$ cat config.mk
export PLATFORM = sky130hd
export DESIGN_NAME = fanout_fork_ctrl
export DESIGN_NICKNAME = d
export VERILOG_FILES = /design/src/rtl/fanout_pkg.sv /design/src/rtl/fanout_ready_merge.sv /design/src/rtl/fanout_fork_ctrl.sv
export SDC_FILE = /design/constraint.sdc
export NUM_CORES = 1
export LEC_CHECK = 0
export ABC_CLOCK_PERIOD_IN_PS = 1900
export CAP_MARGIN = 20
export CORE_ASPECT_RATIO = 1.75
export CORE_MARGIN = 8
export CORE_UTILIZATION = 37
export CTS_CLUSTER_DIAMETER = 40
export DETAILED_ROUTE_END_ITERATION = 8
export PLACE_DENSITY = 0.76
export SYNTH_ARGS = -nofsm -noshare
export SYNTH_HDL_FRONTEND = slang
export SYNTH_HIERARCHICAL = 1
export SYNTH_SLANG_ARGS = --single-unit
$ cat constraint.sdc
create_clock -name clk -period 1.9 [get_ports clk]
set_input_delay 0.475 -clock clk [delete_from_list [all_inputs] [get_ports clk]]
set_output_delay 0.475 -clock clk [all_outputs]
set_load 0.01 [all_outputs]
$ cat src/rtl/fanout_pkg.sv
`default_nettype none
// ---------------------------------------------------------------------------
// fanout_pkg : shared defaults and state encoding for the fanout fork control
// Revision   : 1.0
// ---------------------------------------------------------------------------
package fanout_pkg;

  localparam int NUM_DST_DEF = 6;
  localparam int DATA_W_DEF  = 16;
  localparam int STALL_W     = 16;

  localparam logic [STALL_W-1:0] C_STALL_MAX = '1;
  localparam logic [STALL_W-1:0] C_STALL_ONE = STALL_W'(1);

  localparam logic [0:0] C_ST_IDLE    = 1'b0;
  localparam logic [0:0] C_ST_PARTIAL = 1'b1;

  typedef enum logic [0:0] {
    IDLE    = C_ST_IDLE,
    PARTIAL = C_ST_PARTIAL
  } fork_state_e;

endpackage
`default_nettype wire

$ cat src/rtl/fanout_ready_merge.sv
`default_nettype none
// ---------------------------------------------------------------------------
// fanout_ready_merge : upstream ready is high once every enabled destination
//                      has taken the token or is ready to take it now
// Revision           : 1.0
// ---------------------------------------------------------------------------
module fanout_ready_merge
  import fanout_pkg::*;
#(
  parameter int NUM_DST = NUM_DST_DEF
) (
  input  logic [NUM_DST-1:0] mask,
  input  logic [NUM_DST-1:0] done,
  input  logic [NUM_DST-1:0] out_ready,
  output logic               in_ready
);

  assign in_ready = &(~mask | done | out_ready);

endmodule
`default_nettype wire

$ cat src/rtl/fanout_fork_ctrl.sv
`default_nettype none
// ---------------------------------------------------------------------------
// fanout_fork_ctrl : broadcasts one upstream token to a masked set of
//                    destinations, remembering which have already taken it
// Revision         : 1.0
// ---------------------------------------------------------------------------
module fanout_fork_ctrl
  import fanout_pkg::*;
#(
  parameter int NUM_DST = NUM_DST_DEF,
  parameter int DATA_W  = DATA_W_DEF
) (
  input  logic                clk,
  input  logic                rst_n,
  input  logic                cfg_wr,
  input  logic [NUM_DST-1:0]  cfg_mask,
  input  logic                in_valid,
  input  logic [DATA_W-1:0]   in_data,
  output logic                in_ready,
  output logic [NUM_DST-1:0]  out_valid,
  output logic [DATA_W-1:0]   out_data,
  input  logic [NUM_DST-1:0]  out_ready,
  output logic                cfg_busy,
  output logic [STALL_W-1:0]  stall_cnt
);

  logic [NUM_DST-1:0] mask_q;
  logic [NUM_DST-1:0] done_q;
  logic [STALL_W-1:0] stall_q;

  logic [NUM_DST-1:0] w_accept;
  logic               w_cfg_take;
  logic               w_stall;
  fork_state_e        w_state;

  fanout_ready_merge #(
    .NUM_DST   (NUM_DST)
  ) u_ready_merge (
    .mask      (mask_q),
    .done      (done_q),
    .out_ready (out_ready),
    .in_ready  (in_ready)
  );

  // The state is fully implied by the delivered set: any bit set means PARTIAL.
  assign w_state    = (|done_q) ? PARTIAL : IDLE;
  assign cfg_busy   = (w_state == PARTIAL);
  assign out_valid  = {NUM_DST{in_valid}} & mask_q & ~done_q;
  assign out_data   = in_data;
  assign w_accept   = out_valid & out_ready;
  assign w_cfg_take = cfg_wr & ~cfg_busy;
  assign w_stall    = in_valid & ~in_ready;
  assign stall_cnt  = stall_q;

  always_ff @(posedge clk) begin
    if (!rst_n) begin
      done_q <= '0;
    end else if (in_valid) begin
      if (in_ready) begin
        done_q <= '0;
      end else begin
        done_q <= done_q | w_accept;
      end
    end
  end

  always_ff @(posedge clk) begin
    if (!rst_n) begin
      mask_q <= '0;
    end else if (w_cfg_take) begin
      mask_q <= cfg_mask;
    end
  end

  // A taken configuration write restarts the stall count, overriding an increment.
  always_ff @(posedge clk) begin
    if (!rst_n) begin
      stall_q <= '0;
    end else if (w_cfg_take) begin
      stall_q <= '0;
    end else if (w_stall && (stall_q != C_STALL_MAX)) begin
      stall_q <= stall_q + C_STALL_ONE;
    end
  end

endmodule
`default_nettype wire

==> impl_metrics.csv <==
group,metric,value,unit
synthesis,synthTopCellsByCount,"dfxtp_1 (28), nor2_1 (27), nand2_1 (21)",
sta,final.setup_skew,0.00277,ns
placement,place.gp.congestion,0.817,
synthesis,ys_top_cells_by_area,"dfxtp_1 (36%), mux2i_1 (7.8%), buf_4 (7.8%)",
global_route,grt_max_degree,16,
sta,grt_setup_unrepaired,"true",
clock_tree,cts_tree,"done",
outcome,status,"finished clean",
critical_path,critPathCaptureType,"flip-flop",
finish,antenna_cells,0,
critical_path,worst_setup_path_start_kind,"input port",
sta,final_max_slew_viol_count,0,
clock_tree,path_clk_slew,0.09,ns
finish,area_growth_syn_to_layout,33.6,%
global_route,grt_pass1_vias,1485,
global_route,grt_pass1_wl,6730,um
global_route,grt_overflow,0,
synthesis,postSynthCellCount,184,
detailed_routing,vias_per_cell,5.37,
clock_tree,insertion_delay,0.27,ns
clock_tree,clockBufferDepth,2,
critical_path,crit_path_max_fanout,4,
detailed_routing,drtPass1Iterations,5,
floorplanning,die_w,64.7,um
synthesis,yosys_warnings,6,
detailed_routing,initialDrtViolationCount,41,
placement,io_buffers,39,
detailed_routing,wl_met2,2150,um
clock_tree,cts_root_buf,"clkbuf_8",
synthesis,synth-main-ff-cell,"dfxtp_1",
power_and_ir_drop,power_density,574,nW/um2
floorplanning,die_area,6560,um2
clock_tree,cts.sinks,28,
sta,setup_tns,0,ns
detailed_routing,wl_per_cell,14.5,um
finish,drive_gt1_frac,0.253,
detailed_routing,ant_nets,0,
floorplanning,initial_utilization,0.378,
floorplanning,rows,31,
finish,seqCellArea,571,um2
synthesis,yosysTopAreaCell,"dfxtp_1",
sta,period_share,0.982,
critical_path,path_class,"input port to flip-flop",
finish,finalNetCount,259,
sta,relSlewSlack,0.645,
floorplanning,die_h,101,um
finish,multi_input_area,890,um2
finish,final_area,2050,um2
detailed_routing,dr_wl_met3,303,um
sta,hold_viol,0,
clock_tree,cts_buffers,3,
synthesis,synth-edff-count,0,
worst_hold_path,hold_path.class,"input port to flip-flop",
finish,postLayoutCoreUtil,0.504,
run,cap_viol_max_count,0,
synthesis,syn_nets,217,
power_and_ir_drop,p_leak,0.785,nW
clock_tree,htreeDepth,1,
floorplanning,coreArea,4070,um2
global_route,antenna_found_initial,0,
placement,dp_hpwl,3080,um
sta,max_freq,536,MHz
power_and_ir_drop,vdd_drop_max,503,uV
detailed_routing,wl_met1,1460,um
synthesis,synth_top_area_frac,0.365,
sta,worst_slew_pin_slew,0.528,ns
power_and_ir_drop,finalPower,1.18,mW
placement,dpl_cell_area,1940,um2
detailed_routing,wirelength,3980,um
synthesis,yosysUniqueCellTypes,41,
synthesis,async_flop_share,0,
synthesis,synth_seq_area_share,0.365,
critical_path,cp.required,2.11,ns
synthesis,synth_most_common_cell,"dfxtp_1",
global_route,grt_usage,0.124,
synthesis,avgSynthCellArea,8.36,um2
finish,fillers,378,
synthesis,syn-cell-area,1540,um2
clock_tree,postCtsHoldBufs,0,
detailed_routing,highest_layer,"met4",
critical_path,arrival,2.07,ns
sta,finalSetupViolCount,0,
floorplanning,pin_count,72,
sta,min_period,1.87,ns
synthesis,synth_seq_cells,28,
detailed_routing,vias,1471,
detailed_routing,drc_errors,0,
## metrics by stage
step | worst slack [ns] | cells | hold slack, ns
floorplan | -0.0259 | 184 | 0.482
global placement | -0.531 | 264 | 0.487
detailed placement | -0.549 | 264 | 0.492
CTS | 0.00798 | 274 | 0.505
global route | -0.0580 | 274 | 0.506
finish | 0.0337 | 274 | 0.498
## final timing paths
| check | from | to | slack, ns | cells past startpoint |
|---|---|---|---|---|
| worst max-delay path | out_ready[1] | stall_cnt[7]$_SDFFE_PP0P_ | 0.03 | 9 |
| worst max register to register | done_q[0]$_SDFFE_PN0P_ | stall_cnt[7]$_SDFFE_PP0P_ | 0.08 | 8 |
| worst min register to register | stall_cnt[15]$_SDFFE_PP0P_ | stall_cnt[15]$_SDFFE_PP0P_ | 0.51 | 1 |
| worst min-delay path | out_ready[0] | done_q[0]$_SDFFE_PN0P_ | 0.50 | 3 |
## critical path, stage by stage
cell	delay, ns
dlygate4sd2_1	0.24
nor2_1	0.11
a22oi_1	0.07
and3_4	0.18
and2b_4	0.26
nand4_4	0.12
buf_6	0.16
or3_1	0.34
a21oi_1	0.12
## placed cells by master (no fill, tap or decap), drive strengths merged, types with 2 or more instances in the layout
master | synthesis | final
dfxtp | 28 | 28
nand2b | 6 | 6
clkdlybuf4s15 | 0 | 3
a31oi | 8 | 8
nand2 | 22 | 22
clkdlybuf4s50 | 0 | 24
nor3 | 4 | 4
dlygate4sd2 | 0 | 3
nor2 | 27 | 27
and4 | 2 | 2
nor4 | 4 | 4
o31ai | 2 | 2
or4 | 2 | 2
inv | 3 | 3
nand3 | 7 | 7
a21oi | 12 | 12
nand4 | 5 | 5
buf | 17 | 23
and2 | 2 | 2
mux2i | 12 | 12
and3 | 4 | 4
clkbuf | 1 | 6
a211oi | 4 | 4
a22oi | 2 | 2
## registers in the layout, summed over array words and instances (netlist names)
name / count
done_q: 6
mask_q: 6
stall_cnt: 16
## metal layers
layer	GRT usage	vias to the layer above
li1	-	732
met1	0.121	679
met2	0.236	54
met3	0.0354	6
met4	0.0473	0
met5	0	-
## final cells by class
type                            instances  share of cell area
Inverter                                3             0.00548
Multi-Input combinational cell        135               0.433
Timing Repair Buffer                   55               0.227
Clock buffer                            4              0.0268
Tap cell                               49              0.0298
Sequential cell                        28               0.278
## logic make-up (layout without fill, tap and decap cells)
kind of cell | Yosys count | count (layout) | synth area share
buffers and inverters | 21 | 62 | 0.0911
flip-flops | 28 | 28 | 0.365
multiplexers | 12 | 12 | 0.0781
adder cells (fa/ha/maj) | 1 | 1 | 0.00814
AND/OR/NAND/NOR | 89 | 89 | 0.318
AO/OA/AOI/OAI | 33 | 33 | 0.140
## repair_timing
action,4_1_cts,5_1_grt
setup endpoints to repair,22,8
gates resized for setup,46,16
buffers inserted,5,0
pin swaps,13,5
cloned,1,0
## where the power goes
| part | leakage (nW) | total, mW | switching (mW) | internal [mW] |
|---|---|---|---|---|
| Clock | 0.0288 | 0.366 | 0.180 | 0.185 |
| Sequential | 0.230 | 0.616 | 0.0158 | 0.600 |
| Combinational | 0.527 | 0.198 | 0.0950 | 0.103 |
Power figures use the tool's default switching activity.
